<file path="src/rtl/mux_pipe_pkg.sv">
// Shared definitions for registered pipeline-stage selectors.
// entry_t is the default-width entry record other stage blocks reuse.
package mux_pipe_pkg;
  localparam int          MAX_N_IN      = 16;
  localparam logic [31:0] DEF_RESET_VAL = 32'h0;
  localparam int          ENTRY_DATA_W  = 32;
  localparam int          ENTRY_SEL_W   = 4;

  typedef struct packed {
    logic [ENTRY_DATA_W-1:0] data;
    logic [ENTRY_SEL_W-1:0]  sel;
    logic                    err;
    logic                    valid;
  } entry_t;
endpackage

</file>
<file path="src/rtl/mux_n.sv">
// Combinational N:1 channel selector; flags indices at or beyond N_IN.
module mux_n
  import mux_pipe_pkg::*;
#(
  parameter int                 DATA_W    = 32,
  parameter int                 N_IN      = 2,
  parameter int                 SEL_W     = 1,
  parameter logic [DATA_W-1:0]  RESET_VAL = DATA_W'(DEF_RESET_VAL)
) (
  input  logic [N_IN*DATA_W-1:0] in_data,
  input  logic [SEL_W-1:0]       sel,
  output logic [DATA_W-1:0]      data,
  output logic                   err
);
  // Loop compare keeps the part-select in range for any sel value.
  always_comb begin
    data = RESET_VAL;
    err  = 1'b1;
    for (int k = 0; k < N_IN; k++) begin
      if (sel == SEL_W'(k)) begin
        data = in_data[k*DATA_W +: DATA_W];
        err  = 1'b0;
      end
    end
  end
endmodule

</file>
<file path="src/rtl/mux_pipe_reg.sv">
// Registered N:1 selector stage with valid/ready, 2-entry skid buffer,
// synchronous flush and out-of-range select flagging.
module mux_pipe_reg
  import mux_pipe_pkg::*;
#(
  parameter int                 DATA_W    = 32,
  parameter int                 N_IN      = 2,
  parameter logic [DATA_W-1:0]  RESET_VAL = DATA_W'(DEF_RESET_VAL),
  localparam int                SEL_W     = $clog2(N_IN)
) (
  input  logic                   clk,
  input  logic                   rst,
  input  logic [N_IN*DATA_W-1:0] in_data,
  input  logic [SEL_W-1:0]       sel,
  input  logic                   in_valid,
  output logic                   in_ready,
  input  logic                   flush,
  output logic [DATA_W-1:0]      out_data,
  output logic [SEL_W-1:0]       out_sel,
  output logic                   out_err,
  output logic                   out_valid,
  input  logic                   out_ready
);
  if (N_IN < 2 || N_IN > MAX_N_IN) begin : g_bad_n_in
    $error("mux_pipe_reg: N_IN out of range");
  end

  typedef struct packed {
    logic [DATA_W-1:0] data;
    logic [SEL_W-1:0]  sel;
    logic              err;
  } slot_t;

  slot_t             main_q, skid_q, new_e;
  logic              main_v, skid_v;
  logic [DATA_W-1:0] sel_data;
  logic              sel_err;
  logic              push, pop;

  mux_n #(
    .DATA_W   (DATA_W),
    .N_IN     (N_IN),
    .SEL_W    (SEL_W),
    .RESET_VAL(RESET_VAL)
  ) u_mux (
    .in_data(in_data),
    .sel    (sel),
    .data   (sel_data),
    .err    (sel_err)
  );

  assign new_e = '{data: sel_data, sel: sel, err: sel_err};
  assign push  = in_valid & in_ready;
  assign pop   = main_v & out_ready;

  // Skid is only ever filled while main is held, so skid_v implies main_v
  // and in_ready low, which rules out a push when skid drains into main.
  always_ff @(posedge clk or posedge rst) begin
    if (rst) begin
      main_v <= 1'b0;
      skid_v <= 1'b0;
      main_q <= '{data: RESET_VAL, sel: '0, err: 1'b0};
      skid_q <= '{data: RESET_VAL, sel: '0, err: 1'b0};
    end else if (flush) begin
      main_v <= 1'b0;
      skid_v <= 1'b0;
    end else if (pop) begin
      if (skid_v) begin
        main_q <= skid_q;
        skid_v <= 1'b0;
      end else if (push) begin
        main_q <= new_e;
      end else begin
        main_v <= 1'b0;
      end
    end else if (!main_v) begin
      if (push) begin
        main_q <= new_e;
        main_v <= 1'b1;
      end
    end else if (push) begin
      skid_q <= new_e;
      skid_v <= 1'b1;
    end
  end

  assign in_ready  = !skid_v;
  assign out_valid = main_v;
  assign out_data  = main_q.data;
  assign out_sel   = main_q.sel;
  assign out_err   = main_q.err;
endmodule

</file>
<file path="config.mk">
export PLATFORM = sky130hd
export DESIGN_NAME = mux_pipe_reg
export DESIGN_NICKNAME = d
export VERILOG_FILES = /design/src/rtl/mux_pipe_pkg.sv /design/src/rtl/mux_n.sv /design/src/rtl/mux_pipe_reg.sv
export SDC_FILE = /design/constraint.sdc
export NUM_CORES = 1
export LEC_CHECK = 0
export CAP_MARGIN = 0
export CELL_PAD_IN_SITES_DETAIL_PLACEMENT = 0
export CELL_PAD_IN_SITES_GLOBAL_PLACEMENT = 1
export CORE_MARGIN = 1
export CORE_UTILIZATION = 37
export CTS_BUF_LIST = sky130_fd_sc_hd__clkbuf_16
export DETAILED_ROUTE_END_ITERATION = 7
export HOLD_SLACK_MARGIN = 0.05
export PLACE_DENSITY = 0.85
export SLEW_MARGIN = 15
export SYNTH_ARGS = -nofsm -noshare
export SYNTH_HDL_FRONTEND = slang
export SYNTH_HIERARCHICAL = 1
export SYNTH_SLANG_ARGS = --single-unit
</file>
<file path="constraint.sdc">
create_clock -name clk -period 3.02 [get_ports clk]
set_clock_uncertainty 0.1 [all_clocks]
set_input_delay 0.453 -clock clk [delete_from_list [all_inputs] [get_ports clk]]
set_output_delay 0.453 -clock clk [all_outputs]
set_load 0.01 [all_outputs]
</file>
==> flow_metrics.py <==
metrics = {
    "global_routing": {
        "grt_max_degree": 39,
        "antenna_found_initial": 0,
        "grt_pass1_wl_mm": 12.9,
        "grt_pass1_vias": 2563,
        "grt_overflow": 0,
        "grtUsageTotal_pct": 16.6,
    },
    "pwr": {
        "vdd_drop_max_mv": 0.240,
        "p_int_mw": 2.22,
        "p_sw_uw": 759,
        "power_frac_seq_pct": 43.6,
        "pwr-share-comb_pct": 26.8,
        "pwr-share-clk_pct": 29.6,
        "power_density_mw_per_mm2": 604,
        "finalPower_mw": 2.98,
        "p_leak_nw": 2.32,
        "netSwitchingFraction_pct": 25.5,
    },
    "critical_path": {
        "r2r_slack_ps": 1090,
        "cp_max_fo": 34,
        "endpoint_kind": "flip-flop",
        "cp.arrival_ps": 2220,
        "rr_endpoint": "skid_q[16]",
        "critPathKind": "primary input to flip-flop",
        "crit_path_start_kind": "primary input",
        "r2r-start": "skid_v",
        "required_ps": 3130,
        "r2r_cells": 4,
    },
    "die": {
        "die_w_um": 101,
        "io_pins": 106,
        "dieArea_mm2": 0.0101,
        "core_area_mm2": 0.00933,
        "initial_core_util_pct": 38.5,
        "die_y_um": 101,
        "num_rows": 35,
    },
    "sta": {
        "setup_tns_ps": 0,
        "slew-limit-headroom_pct": 51.6,
        "fin_crit_ps": 2110,
        "timing.fmax_ghz": 0.474,
        "post-route-period-util_pct": 69.9,
        "finalMaxSlewViolations": 0,
        "rsz0062_at_grt": "false",
        "hold_ws_ps": 406,
        "hold_viol": 0,
        "setup_viol": 0,
        "tightestPinTransition_ps": 725,
    },
    "drt": {
        "final_antenna_net_count": 0,
        "drcViolationCount": 0,
        "num_vias": 2568,
        "wl_mm": 8.03,
        "vias_per_cell": 5.07,
        "drt_first_pass_iters": 4,
        "post_drt_wl_per_cell_um": 15.8,
        "drt_iter0_drc": 88,
    },
    "layout": {
        "final_nets": 445,
        "diodes": 0,
        "drive_gt1_share_pct": 23.0,
        "syn2layout_area_growth_pct": 37.3,
        "stdcell_count": 507,
    },
    "clock_tree": {
        "cts_resized": 0,
        "clock-root-buffer": "clkbuf_16",
        "cts_setup_buffers": 0,
        "htree_levels": 3,
        "worstSkewPairLatency_ps": 320,
        "path_clk_slew_ps": 50,
        "clk_path_buf_depth": 2,
        "cts_hold_buf": 0,
        "cts_tree": "built",
        "cts_inserted_buffers": 9,
        "cts.sink_count": 70,
    },
    "yosys": {
        "synth_top_area_cell": "dfrtp_1",
        "netlist_area_mm2": 0.00359,
        "synth-edff-count": 0,
        "synth_most_common_cell": "dfrtp_1",
        "synthCells": 277,
        "yosys_warnings": 6,
        "syn_avg_cell_area_um2": 13.0,
        "ys_seq_elements": 70,
        "synth_seq_area_share_pct": 48.7,
        "async_flop_share_pct": 100,
        "synth_top_area_share_pct": 48.7,
        "syn_nets": 347,
        "synthTopCellsByArea": "dfrtp_1 (49%), mux2_4 (25%), o32ai_1 (8.3%)",
        "netlist_top_cells_count": "dfrtp_1 (70), mux2_4 (60), inv_1 (37), a21oi_1 (36), o32ai_1 (34)",
        "ys.flop_type": "dfrtp_1",
        "ys_types": 21,
    },
    "placed_design": {
        "hpwl_mm": 4.96,
        "place_inst": 493,
        "gp_congestion": 0.681,
        "io_buffers": 105,
    },
    "worst_hold_path": {
        "worstHoldStart": "skid_q[33]",
        "holdCritPathClass": "flip-flop to flip-flop",
        "min_path_cells": 1,
        "hold_path_end": "skid_q[33]",
    },
    "flow_run": {
        "drv_cap": 0,
    },
    "status": {
        "status": "finished, final reports clean",
    },
}
-- placed cells by master, fill, tap and decap left out, drive strengths merged --
cell type      synthesis  layout
clkdlybuf4s50          0     104
dfrtp                 70      70
mux2                  66      66
inv                   37      38
a21oi                 36      36
o32ai                 34      34
clkbuf                11       9
buf                   13       7
clkinv                 0       4
nand2b                 1       1
nand2                  1       1
nor2b                  1       1
a211o                  1       1
or3b                   1       1
nand4b                 1       1
nand3b                 1       1
a211oi                 1       1
o21ai                  1       1
conb                   1       1
-- per-stage QoR --
| stage | setup slack (ps) | utilization (%) | area [um2] |
|---|---|---|---|
| global placement | 546 | 50.3 | 4690 |
| floorplan | 699 | - | 3590 |
| CTS | 846 | 52.9 | 4930 |
| finish | 909 | 52.9 | 4930 |
| global route | 843 | 52.9 | 4930 |
| detailed placement | 503 | 50.3 | 4690 |
-- logic make-up after synthesis --
kind of cell | after synthesis | share of synthesized area [%]
muxes | 66 | 26.9
and+or+nand+nor | 6 | 1.50
buffers and inverters | 61 | 8.84
AOI/OAI and AO/OA | 73 | 13.9
other | 1 | 0.104
DFF | 70 | 48.7
-- state kept, by name (all words and copies together) (netlist names) --
name       flops
skid_q        34
out_data      32
out_err        1
out_sel        1
out_valid      1
skid_v         1
-- power by group through the flow --
| stage | combinational (mW) | clock, mW | sequential [mW] |
|---|---|---|---|
| floorplan | 0.418 | 0 | 1.33 |
| global placement | 0.789 | 0 | 1.30 |
| detailed placement | 0.802 | 0 | 1.31 |
| CTS | 0.808 | 0.906 | 1.30 |
| global route | 0.862 | 0.951 | 1.33 |
| finish | 0.799 | 0.881 | 1.30 |
-- layout make-up --
| cell class | instances | area, um2 |
|---|---|---|
| Clock buffer | 9 | 225 |
| Tap cell | 129 | 161 |
| Multi-Input combinational cell | 146 | 1530 |
| Timing Repair Buffer | 111 | 1100 |
| Inverter | 37 | 139 |
| Sequential cell | 70 | 1750 |
| Clock inverter | 5 | 20.0 |
| Fill cell | 826 | 4390 |
-- worst max-delay path, stage by stage --
cell	delay, ps
clkdlybuf4s50_1	550
or3b_1	160
nand3b_4	120
buf_4	520
mux2_2	400
-- metal layers --
| metal | GRT usage (%) | share of wire [%] | vias up |
|---|---|---|---|
| met5 | 0 | 0 | - |
| met1 | 21.6 | 46 | 1292 |
| li1 | - | - | 1192 |
| met2 | 26.7 | 48 | 75 |
| met4 | 6.80 | 1.4 | 0 |
| met3 | 4.02 | 4.3 | 9 |
-- worst max-delay path by stage --
stage / start / slack (ps) / cells past startpoint / end
2_1_floorplan: rst / 700 / 1 / out_data[0]
3_5_place_dp: out_ready / 500 / 4 / out_data[27]
3_3_place_gp: out_ready / 550 / 4 / out_data[14]
5_1_grt: flush / 840 / 5 / skid_q[32]
4_1_cts: out_ready / 850 / 4 / out_data[0]
6_report: flush / 910 / 5 / skid_q[32]
Note: power is estimated with default switching activity, not from simulation.
